--- src/rtl/npu_load_pkg.sv ---
// Shared types and default geometry for the NPU host loader.
package npu_load_pkg;

  typedef enum logic [1:0] {
    S_IMAGE = 2'd0,
    S_CONV  = 2'd1,
    S_DENSE = 2'd2,
    S_DONE  = 2'd3
  } load_phase_t;

  localparam int NPU_BUS_W       = 32;
  localparam int NPU_BYTE_W      = 8;
  localparam int NPU_IMG_WORDS   = 196;
  localparam int NPU_CONV_BYTES  = 55744;
  localparam int NPU_DENSE_BYTES = 37578;
  localparam int NPU_IMG_AW      = 14;
  localparam int NPU_CONV_AW     = 16;
  localparam int NPU_DENSE_AW    = 16;

endpackage

--- src/rtl/npu_byte_unpacker.sv ---
// Splits one bus word into bytes, most-significant byte first.
// Byte 0 is offered combinationally in the load cycle; the rest follow one per cycle.
module npu_byte_unpacker #(
  parameter int BUS_W  = 32,
  parameter int BYTE_W = 8
) (
  input  logic              clk,
  input  logic              reset,
  input  logic              load,
  input  logic              flush,
  input  logic [BUS_W-1:0]  data,
  output logic              byte_valid,
  output logic [BYTE_W-1:0] byte_out,
  output logic              busy
);

  localparam int LANES = BUS_W / BYTE_W;
  localparam int CW    = $clog2(LANES + 1);

  logic [BUS_W-1:0] shift_q;
  logic [CW-1:0]    left_q;

  assign busy       = (left_q != '0);
  assign byte_valid = load | busy;
  assign byte_out   = load ? data[BUS_W-1 -: BYTE_W] : shift_q[BUS_W-1 -: BYTE_W];

  // NOTE: only the occupancy count is reset; the shift register is pure datapath
  // and is never read while the count is zero.
  always_ff @(posedge clk) begin
    if (reset || flush) begin
      left_q <= '0;
    end else if (load) begin
      shift_q <= data << BYTE_W;
      left_q  <= CW'(LANES - 1);
    end else if (busy) begin
      shift_q <= shift_q << BYTE_W;
      left_q  <= left_q - CW'(1);
    end
  end

endmodule

--- src/rtl/npu_load_sequencer.sv ---
// Host-to-NPU loader: image words in parallel, then conv and dense weights byte-serial.
// Optional running byte checksum under `NPU_LOAD_CHECKSUM_EN; img_data lane k sits where byte k sits in the word.
module npu_load_sequencer
  import npu_load_pkg::*;
#(
  parameter int BUS_W       = NPU_BUS_W,
  parameter int BYTE_W      = NPU_BYTE_W,
  parameter int IMG_WORDS   = NPU_IMG_WORDS,
  parameter int CONV_BYTES  = NPU_CONV_BYTES,
  parameter int DENSE_BYTES = NPU_DENSE_BYTES,
  parameter int IMG_AW      = NPU_IMG_AW,
  parameter int CONV_AW     = NPU_CONV_AW,
  parameter int DENSE_AW    = NPU_DENSE_AW,
  localparam int LANES      = BUS_W / BYTE_W
) (
  input  logic                    clk,
  input  logic                    reset,
  input  logic [BUS_W-1:0]        writedata,
  input  logic                    write,
  input  logic                    chipselect,
  input  logic                    restart,
  output logic                    waitrequest,
  output logic [IMG_AW-1:0]       img_addr,
  output logic [LANES*BYTE_W-1:0] img_data,
  output logic [LANES-1:0]        img_wren,
  output logic [CONV_AW-1:0]      conv_addr,
  output logic [BYTE_W-1:0]       conv_data,
  output logic                    conv_wren,
  output logic [DENSE_AW-1:0]     dense_addr,
  output logic [BYTE_W-1:0]       dense_data,
  output logic                    dense_wren,
  output logic [1:0]              phase,
  output logic                    done,
  output logic [15:0]             checksum
);

  localparam int IMG_CW   = $clog2(IMG_WORDS + 1);
  localparam int CONV_CW  = $clog2(CONV_BYTES + 1);
  localparam int DENSE_CW = $clog2(DENSE_BYTES + 1);

  load_phase_t         phase_q;
  logic [IMG_CW-1:0]   img_cnt;
  logic [CONV_CW-1:0]  conv_cnt;
  logic [DENSE_CW-1:0] dense_cnt;

  logic              accept, unp_load, unp_flush, byte_valid, busy;
  logic              img_last, conv_last, dense_last;
  logic [BYTE_W-1:0] byte_out;

  assign waitrequest = busy;
  assign accept      = write & chipselect & ~busy;
  assign unp_load    = accept & ((phase_q == S_CONV) | (phase_q == S_DENSE));

  assign img_last   = (img_cnt == IMG_CW'(IMG_WORDS - 1));
  assign conv_last  = (phase_q == S_CONV) && (conv_cnt == CONV_CW'(CONV_BYTES - 1));
  assign dense_last = (phase_q == S_DENSE) && (dense_cnt == DENSE_CW'(DENSE_BYTES - 1));
  // Segment end drops whatever bytes of the current word are still queued.
  assign unp_flush  = byte_valid & (conv_last | dense_last);

  npu_byte_unpacker #(
    .BUS_W  (BUS_W),
    .BYTE_W (BYTE_W)
  ) u_unpacker (
    .clk        (clk),
    .reset      (reset),
    .load       (unp_load),
    .flush      (unp_flush),
    .data       (writedata),
    .byte_valid (byte_valid),
    .byte_out   (byte_out),
    .busy       (busy)
  );

  // NOTE: sequential state uses non-blocking assignments so every register samples
  // pre-edge values regardless of statement order.
  always_ff @(posedge clk) begin
    if (reset) begin
      phase_q    <= S_IMAGE;
      img_cnt    <= '0;
      conv_cnt   <= '0;
      dense_cnt  <= '0;
      img_addr   <= '0;
      img_data   <= '0;
      img_wren   <= '0;
      conv_addr  <= '0;
      conv_data  <= '0;
      conv_wren  <= 1'b0;
      dense_addr <= '0;
      dense_data <= '0;
      dense_wren <= 1'b0;
    end else begin
      img_wren   <= '0;
      conv_wren  <= 1'b0;
      dense_wren <= 1'b0;
      case (phase_q)
        S_IMAGE: if (accept) begin
          img_wren <= '1;
          img_data <= writedata;
          img_addr <= IMG_AW'(img_cnt);
          img_cnt  <= img_cnt + IMG_CW'(1);
          if (img_last) phase_q <= S_CONV;
        end
        S_CONV: if (byte_valid) begin
          conv_wren <= 1'b1;
          conv_data <= byte_out;
          conv_addr <= CONV_AW'(conv_cnt);
          conv_cnt  <= conv_cnt + CONV_CW'(1);
          if (conv_last) phase_q <= S_DENSE;
        end
        S_DENSE: if (byte_valid) begin
          dense_wren <= 1'b1;
          dense_data <= byte_out;
          dense_addr <= DENSE_AW'(dense_cnt);
          dense_cnt  <= dense_cnt + DENSE_CW'(1);
          if (dense_last) phase_q <= S_DONE;
        end
        default: if (restart) begin
          img_cnt    <= '0;
          conv_cnt   <= '0;
          dense_cnt  <= '0;
          img_addr   <= '0;
          conv_addr  <= '0;
          dense_addr <= '0;
          phase_q    <= S_IMAGE;
        end
      endcase
    end
  end

  assign phase = phase_q;
  assign done  = (phase_q == S_DONE);

`ifdef NPU_LOAD_CHECKSUM_EN
  logic [15:0] sum_q, img_sum, sum_add;

  // NOTE: every always_comb output gets a default first, so no path can infer a latch.
  always_comb begin
    img_sum = '0;
    for (int k = 0; k < LANES; k++) img_sum += 16'(img_data[k*BYTE_W +: BYTE_W]);
    sum_add = (img_wren[0] ? img_sum : 16'd0)
            + (conv_wren ? 16'(conv_data) : 16'd0)
            + (dense_wren ? 16'(dense_data) : 16'd0);
  end

  // Sums the registered RAM writes, so it trails each wren by one cycle.
  always_ff @(posedge clk) begin
    if (reset || (phase_q == S_DONE && restart)) sum_q <= '0;
    else                                         sum_q <= sum_q + sum_add;
  end

  assign checksum = sum_q;
`else
  assign checksum = '0;
`endif

endmodule

--- config.mk ---
export PLATFORM = sky130hd
export DESIGN_NAME = npu_load_sequencer
export DESIGN_NICKNAME = d
export VERILOG_FILES = /design/src/rtl/npu_load_pkg.sv /design/src/rtl/npu_byte_unpacker.sv /design/src/rtl/npu_load_sequencer.sv
export SDC_FILE = /design/constraint.sdc
export NUM_CORES = 1
export LEC_CHECK = 0
export CAP_MARGIN = 20
export CORE_ASPECT_RATIO = 1.5
export CORE_MARGIN = 3
export CORE_UTILIZATION = 50
export DETAILED_ROUTE_END_ITERATION = 6
export MAX_ROUTING_LAYER = met4
export PLACE_DENSITY = 0.77
export SYNTH_ARGS = -nofsm -noshare
export SYNTH_HDL_FRONTEND = slang
export SYNTH_SLANG_ARGS = --single-unit
--- constraint.sdc ---
create_clock -name clk -period 3.9 [get_ports clk]
set_clock_uncertainty 0.2 [all_clocks]
set_input_delay 0.78 -clock clk [delete_from_list [all_inputs] [get_ports clk]]
set_output_delay 0.78 -clock clk [all_outputs]
set_load 0.02 [all_outputs]
==> impl_results.md, run 1 <==
- Antenna cell count: 0
- Clock latency on the worst-skew pair: 0.42 ns
- Number of synthesis warnings: 0
- Highest-count cells in the layout ignoring fill and taps: dfxtp_1 (136), clkdlybuf4s50_1 (133), nor2_1 (91)
- Clock root buffer: clkbuf_16
- CP Capture Type: output port
- Unrepaired setup endpoints after global routing: no
- Core area: between 0.01 and 0.015 mm²
- Clk pin slew, worst setup/hold paths: 0.06 ns
- Gate Count Post-Synth: 712
- FFs w/ async S/R, synth: 0
- Die area: 0.01504 mm²
- WS Path Type: reg -> out
- Total track usage: 0.2265
- Initial Util: 0.5164
- Post-DP Area: 0.008108 mm²
- Fin nets: 875
- Initial antenna violation count: 0
- Detailed Routing Iterations Pass 1: 4
- Total power: 0.004604 W
- EDFF count, synth: 24
- Total CTS buffers: 17
- Layout cells sized above 1: 0.09631
- Worst hold slack: 0.2528 ns
- Vias in the first global route: 5562
- Slew Viols, Final: 0
- GP Congestion: 0.8805
- Synth area leader: dfxtp_1
- Fin crit share: 0.8663
- Die Ht: ~150 µm
- Storage cell area: between 0.003 and 0.004 mm²
- DP HPWL: about 12000 µm
- Max Cap Viol: 0
- Crit start category: flop
- Finished Cell Area: 0.008663 mm²
- Final count of hold timing violations: 0
- Most common cell after layout, fill and taps aside: dfxtp_1
- Setup crit end: waitrequest
- Max_slew headroom: 0.3538
- Post-Place Worst Slack: 0.6544 ns
- Crit path arrival time: 2.40 ns
- Setup Fix Bufs, Post-CTS: 0
- Syn avg cell area: between 9 and 10 µm²
- Wire length per cell: 16.42 µm
- Synth Cell Area: approximately 0.0068 mm²
- Worst hold start: img_data[25]
- Synth unique cells: 64
- Max IR drop VDD: approximately 400 µV
- Final setup fails: 0
- Max Freq: around 300 MHz
- CP startpoint: u_unpacker.left_q[0]
- Grt ovf: 0
- CTS Buffer Depth: 2
- FF+latch count, synth: 160
- CP required: 2.92 ns
- Hold buffer count at CTS: 0
- R2r setup slk: 0.78 ns
- Initial DRC Count: between 200 and 300
- I/O pin total: 157
- Setup ws final: 0.5213 ns
- Cell Rows: 51
- First-pass GRT wire length: around 27000 µm
- Ys flop type: dfxtp_1
- Fillcell total: 1054
- Area contributors post-synth: dfxtp_1 (40%), edfxtp_1 (11%), nor2_1 (5.1%)
- Routed Antenna Nets: 0
- CP Max Fanout: 7
- Detail-routed via count per cell: around 5.6
- PortBufs: 134
- CTS tree: built
- Area of the multi-input gates: between 0.002 and 0.003 mm²
- FF-to-FF Start: u_unpacker.left_q[0]
- R2r endpoint: u_unpacker.shift_q[20]
- DRC viols: 0
- H-Tree Depth: 4
- Tmin final: 3.379 ns
- Area Overhead vs Synth: 27.63%
- Pwr/cell area: about 530 mW/mm²
- Worst-Margin Slew: 0.9694 ns
- DRT Wirelength: roughly 16000 µm
- Cell count of the worst reg-to-reg path: 10
- PostCTS Resize Cnt: 0
- Largest net degree at the start of global routing: 56
- Clk sinks: 160
- Setup TNS: 0 ns
- Die extent in x: 101.1 µm
- Register area share after synthesis: 0.5073
- P_leak: 3.073 nW
- Status: completed
- Area share of the largest cell type after synthesis: 0.4011
- Via Count: 5603
- Hold Path Class: reg -> reg
[per-layer routing]
metal,global-route usage,share of wire,up-vias
met2,0.3712,0.51,191
li1,-,-,2711
met1,0.2670,0.40,2661
met5,-,0,-
met3,0.04927,0.051,40
met4,0.09381,0.031,0
[registers in the layout, summed over array words and instances (netlist names), 8 cells and up]
name                flops
dense_data              8
img_cnt                 8
conv_cnt               16
dense_addr             16
conv_data               8
img_data               32
img_addr                8
u_unpacker.shift_q     24
conv_addr              16
dense_cnt              16
[kinds of logic after synthesis]
kind of cell             after synthesis  synth area share
AO/OA/AOI/OAI                        146            0.1502
XOR/XNOR                              20           0.02581
adder cells (fa/ha/maj)               10           0.01843
buffers and inverters                 81           0.06470
flip-flops                           160            0.5073
multiplexers                          27           0.04277
other                                  1         0.0005525
AND/OR/NAND/NOR                      267            0.1902
[cells in the mapped netlist (10+ instances only)]
cell	number
a211oi_1	17
a21oi_1	48
a22o_1	20
a22oi_1	25
and3_1	11
buf_2	18
buf_4	26
clkbuf_1	22
dfxtp_1	136
edfxtp_1	24
ha_1	10
inv_1	10
mux2_2	16
mux2i_1	11
nand2_1	83
nand3_1	15
nor2_1	92
nor3_1	11
xnor2_1	16
[where the power goes]
| group | switching, W | total (W) | leakage, nW | internal [W] |
|---|---|---|---|---|
| registers | 0.0000794 | 0.00196 | 1.33 | 0.00188 |
| clock network | 0.000662 | 0.00156 | 0.275 | 0.000898 |
| logic | 0.000676 | 0.00108 | 1.47 | 0.000408 |
| total | 0.00142 | 0.00460 | 3.07 | 0.00319 |
[critical path, cell delays in order, from the launching register on]
cell	delay [ns]
dfxtp_1	0.29
inv_1	0.11
ha_1	0.21
nor2b_1	0.54
inv_2	0.20
clkdlybuf4s50_1	0.63
[through the flow]
step / util / instances
floorplan: - / 733
global placement: 0.6168 / 968
detailed placement: 0.6168 / 968
CTS: 0.6591 / 1000
global route: 0.6591 / 1000
finish: 0.6591 / 1000
[worst min-delay path by stage]
stage	endpoint	slack [ns]	depth (start not counted)
after floorplan	u_unpacker.left_q[1]	0.25	2
after detailed placement	img_data[25]	0.25	2
final	img_data[25]	0.25	2
after CTS	img_data[25]	0.26	2
after global routing	img_data[4]	0.28	2
after global placement	img_data[12]	0.24	2
[final cells by class]
type | instances | area share
Clock buffer | 20 | 0.05156
Timing Repair Buffer | 145 | 0.1641
Multi-Input combinational cell | 492 | 0.3462
Sequential cell | 160 | 0.3975
Tap cell | 159 | 0.02296
Clock inverter | 12 | 0.01256
Inverter | 12 | 0.005199
Power figures use the tool's default switching activity.
==> run 2, diff against run 1 <==
Settings changed: CORE_ASPECT_RATIO 1.5 to 0.7.
Clock period 3.9 ns to 3.5 ns, I/O delays scaled along.
==> run 2 against run 1 <==
  * Sequential cell count unchanged
  * Non-clock buffer count increased by 3
  * Utilization increased by 2.3 points
  * Total power increased by 16%
  * First-iteration DRC count increased by 35%
  * Largest cell class unchanged
==> impl_results.md, run 2 (synthesis gave the netlist of run 1 again) <==
- Status: completed
- CP required: about 2.6 ns
- Total track usage: 0.2351
- Detail-routed via count per cell: 5.469
- First-pass GRT wire length: 27850 µm
- CP Capture Type: output port
- Top reg by flops: img_data
- Antenna cell count: 0
- DRT Wirelength: 17070 µm
- Initial DRC Count: 388
- Setup TNS: 0 ns
- Non-filler instance count after layout: 1024
- Initial antenna violation count: 0
- Hold Path Class: reg -> reg
- Placed Instances: 992
- Max IR drop VDD: 397.7 µV
- I/O pin total: 157
- Fin nets: 878
- Unrepaired setup endpoints after global routing: no
- Clock latency on the worst-skew pair: 0.42 ns
- Die extent in x: 145.3 µm
- GP Congestion: 0.8566
- Max Freq: 328.6 MHz
- Final count of hold timing violations: 0
- Detailed Routing Iterations Pass 1: 7
- Die area: approximately 0.015 mm²
- Core area: 0.01285 mm²
- CP Max Fanout: 7
- Layout cells sized above 1: 0.1007
- DP HPWL: 12300 µm
- Layout Utilization: 0.6825
- H-Tree Depth: 4
- Vias in the first global route: 5448
- Routed Antenna Nets: 0
- Clock root buffer: clkbuf_16
- Die Ht: roughly 100 µm
- Clk pin slew, worst setup/hold paths: 0.06 ns
- Total CTS buffers: 17
- Area Overhead vs Synth: 29.18%
- Worst hold slack: 0.2621 ns
- Via Count: between 5000 and 6000
- DRC viols: 0
- Max Cap Viol: 0
- PortBufs: 134
- Tmin final: 3.044 ns
- Final setup fails: 0
- Pwr/cell area: roughly 600 mW/mm²
- Largest net degree at the start of global routing: 53
- P_leak: roughly 3.1 nW
- Grt ovf: 0
- Cell Rows: 34
- Most common cell after layout, fill and taps aside: dfxtp_1
- Clk sinks: 160
- Max_slew headroom: 0.4483
- PostCTS Resize Cnt: 0
- CTS Buffer Depth: 2
- Setup ws final: between 0.4 and 0.5 ns
- Initial Util: 0.5283
- Hold buffer count at CTS: 0
- Post-Place Worst Slack: 0.4359 ns
- Max reg flops: 32
- CTS tree: built
- WS Path Type: reg -> out
- Biggest regs: img_data (32), u_unpacker.shift_q (24)
- Crit start category: flop
- Wire length per cell: 16.67 µm
- Slew Viols, Final: 0
- Crit path arrival time: around 2.1 ns
- Setup Fix Bufs, Post-CTS: 0
- Fin crit share: 0.8696
- Highest-count cells in the layout ignoring fill and taps: dfxtp_1 (136), clkdlybuf4s50_1 (133), nor2_1 (91)
- Worst-Margin Slew: 0.8276 ns
==> run 2: cell count changes in the layout (fill, tap and decap cells not counted), sizes merged <==
cell      change
buf           +3
bufinv        +2
clkbuf        -1
clkinv        -1
clkinvlp      +1
inv           -1
==> run 2: final cells by class <==
type                       instances  area [µm²]
fill                            1008        4079
multi-input combinational        492        2999
inverter                          12       45.04
clock inverter                    13       157.7
clock buffer                      19       454.2
tap                              180       225.2
timing repair buffer             148        1444
sequential                       160        3443
==> run 2: worst paths after layout <==
kind | start | endpoint | slack (ns) | cells past startpoint
max | u_unpacker.left_q[0] | waitrequest | 0.46 | 5
min | img_data[9] | img_data[9] | 0.26 | 2
max reg2reg | u_unpacker.left_q[0] | dense_addr[3] | 0.73 | 8
min reg2reg | img_data[9] | img_data[9] | 0.26 | 2
==> run 2: per-layer routing <==
layer | part of all wire | up-vias | track usage | wire length, µm
li1 | - | 2714 | - | -
met1 | 0.47 | 2652 | 0.3189 | 7975
met4 | 0.0079 | 0 | 0.05762 | 135
met2 | 0.46 | 220 | 0.3691 | 7877
met5 | 0 | - | - | 0
met3 | 0.063 | 14 | 0.04573 | 1079
==> run 2: report_power, final <==
part	switching, W	internal [W]
registers	0.0000893	0.00210
clock network	0.000745	0.00117
logic	0.000781	0.000469
total	0.00162	0.00373
==> run 2: worst max-delay path: stages (launching register included) <==
cell             delay, ns
dfxtp_1               0.30
inv_1                 0.11
ha_1                  0.22
nor2b_1               0.36
inv_2                 0.17
clkdlybuf4s50_1       0.58
==> run 2: per-stage QoR <==
| stage | total power (W) | instance area (µm²) |
|---|---|---|
| 3_5_place_dp | 0.003462 | 8157 |
| 3_3_place_gp | 0.003408 | 8157 |
| 2_1_floorplan | 0.003033 | 6867 |
| 5_1_grt | 0.005594 | 8768 |
| 6_report | 0.005346 | 8768 |
| 4_1_cts | 0.005373 | 8768 |
==> run 3, diff against run 2 <==
Settings changed: PLACE_DENSITY 0.77 to 0.88.
==> run 3 against run 2 <==
  * Worst hold slack lost 0.0093 ns
  * Maximum frequency shrank 7.0%
  * Setup slack lost 0.23 ns
  * Clock power shrank 7%
  * Routed wire length shrank 2.6%
  * Total power shrank 2.8%
  * Global-route usage shrank 1.4 points
  * Final cell count is the same
  * Non-clock buffer count is the same
  * Highest routed layer unchanged
  * Via count is essentially flat
  * Largest cell class unchanged
==> impl_results.md, run 3 (synthesis gave the netlist of run 1 again) <==
- Die extent in x: 145.3 µm
- Via Count: 5605
- Detail-routed via count per cell: 5.474
- CTS tree: built
- DRC viols: 0
- I/O pin total: 157
- Total CTS buffers: 17
- Final setup fails: 0
- Core area: 0.01285 mm²
- CP required: 2.60 ns
- Antenna cell count: 0
- Fin nets: between 800 and 900
- PortBufs: 134
- Clk pwr share: 0.343
- Min-Delay Endpoint: img_data[1]
- Die area: 0.01503 mm²
- Combinational power share: 0.236
- Max_slew headroom: 0.2939
- First-pass GRT wire length: 26280 µm
- Placed Instances: about 990
- Sw frac: 0.3088
- Highest-count cells in the layout ignoring fill and taps: dfxtp_1 (136), clkdlybuf4s50_1 (133), nor2_1 (91)
- Tmin final: 3.274 ns
- R2r endpoint: u_unpacker.shift_q[8]
- Initial DRC Count: ~460
- CTS Buffer Depth: 2
- Layout cells sized above 1: 0.1007
- Clk pin slew, worst setup/hold paths: 0.06 ns
- Area Overhead vs Synth: 28.72%
- CP max-delay cell: clkdlybuf4s50_1
- Biggest regs: img_data (32), u_unpacker.shift_q (24)
- Pwr/cell area: 595.0 mW/mm²
- Total track usage: 0.2209
- Grt ovf: 0
- CP bufs+invs: 3
- Hold Path Cell Cnt: 2
- Part of the power in registers: 0.422
- Total power: 0.005199 W
- Vias in the first global route: 5176
- Largest net degree at the start of global routing: 57
- DP HPWL: 11620 µm
- Pint: 0.003594 W
- Max reg flops: 32
- Die Ht: 103.5 µm
- Max IR drop VDD: 375.1 µV
- Routed Antenna Nets: 0
- Slew Viols, Final: 0
- Hold buffer count at CTS: 0
- CP Capture Type: output port
- Initial Util: 0.5283
- FF-to-FF Start: u_unpacker.left_q[0]
- P_leak: 3.087 nW
- Unrepaired setup endpoints after global routing: no
- Finished Cell Area: 0.008737 mm²
- Max Freq: 305.4 MHz
- Worst hold start: img_data[1]
- Non-filler instance count after layout: 1024
- Cell count of the worst reg-to-reg path: 9
- H-Tree Depth: 4
- CP peak stage delay: 0.62 ns
- Initial antenna violation count: 0
- R2r setup slk: 0.53 ns
- Top reg by flops: img_data
- Max Cap Viol: 0
- Sw Pwr: 0.001605 W
- Clock root buffer: clkbuf_16
- PostCTS Resize Cnt: 0
- Layout Utilization: 0.6801
- Fin crit share: 0.9354
- GP Congestion: 0.8784
- Crit start category: flop
- Crit path max-delay family: buffers and inverters
- Most common cell after layout, fill and taps aside: dfxtp_1
- Hold Path Class: reg -> reg
- Final count of hold timing violations: 0
- Setup TNS: 0 ns
- Clock latency on the worst-skew pair: 0.41 ns
- Wire length per cell: 16.24 µm
- Crit path arrival time: 2.37 ns
- CP Max Fanout: 7
- DRT Wirelength: 16630 µm
- Clk sinks: 160
- Worst-Margin Slew: 1.059 ns
- Status: completed
- Setup Fix Bufs, Post-CTS: 0
- Detailed Routing Iterations Pass 1: 5
- WS Path Type: reg -> out
- Cell Rows: 34
- Critical-path cell list: inv_1 -> ha_1 -> nor2b_1 -> inv_2 -> clkdlybuf4s50_1
- Post-DP Area: 0.008157 mm²
run 3: layout make-up:
class | count | area [µm²]
clock buffer | 23 | 509.2
inverter | 12 | 45.04
timing repair buffer | 148 | 1444
sequential | 160 | 3443
multi-input combinational | 492 | 2999
fill | 1028 | 4110
tap | 180 | 225.2
clock inverter | 9 | 71.32
run 3: worst min-delay path: stages (launching register included):
cell and delay [ns]:
dfxtp_1 0.30, nand2_1 0.05, a21oi_1 0.05
run 3: metal layers:
layer | wire [µm] | global-route usage | vias up
li1 | - | - | 2720
met1 | 8242 | 0.3223 | 2649
met2 | 7265 | 0.3174 | 215
met3 | 966 | 0.04617 | 21
met4 | 159 | 0.04887 | 0
met5 | 0 | - | -
run 3: power groups by stage:
stage	sequential, W	combinational (W)	clock (W)
after floorplan	0.00230	0.000731	0
final	0.00219	0.00122	0.00178
after CTS	0.00219	0.00122	0.00181
after detailed placement	0.00223	0.00121	0
after global routing	0.00221	0.00133	0.00189
after global placement	0.00222	0.00119	0
run 3: per-stage QoR:
step / setup WS, ns / hold WS [ns]
CTS: 0.2389 / 0.2560
global placement: 0.4129 / 0.2405
detailed placement: 0.3737 / 0.2475
finish: 0.2261 / 0.2527
global route: 0.1215 / 0.2686
floorplan: 0.07109 / 0.2544
run 3: worst max path at each step:
stage	start	endpoint	slack, ns	cells after the start
2_1_floorplan	phase[0]	u_unpacker.shift_q[10]	0.07	8
3_3_place_gp	chipselect	dense_cnt[12]	0.41	6
3_5_place_dp	chipselect	dense_cnt[9]	0.37	6
4_1_cts	u_unpacker.left_q[0]	waitrequest	0.24	5
5_1_grt	u_unpacker.left_q[0]	waitrequest	0.12	5
6_report	u_unpacker.left_q[0]	waitrequest	0.23	5
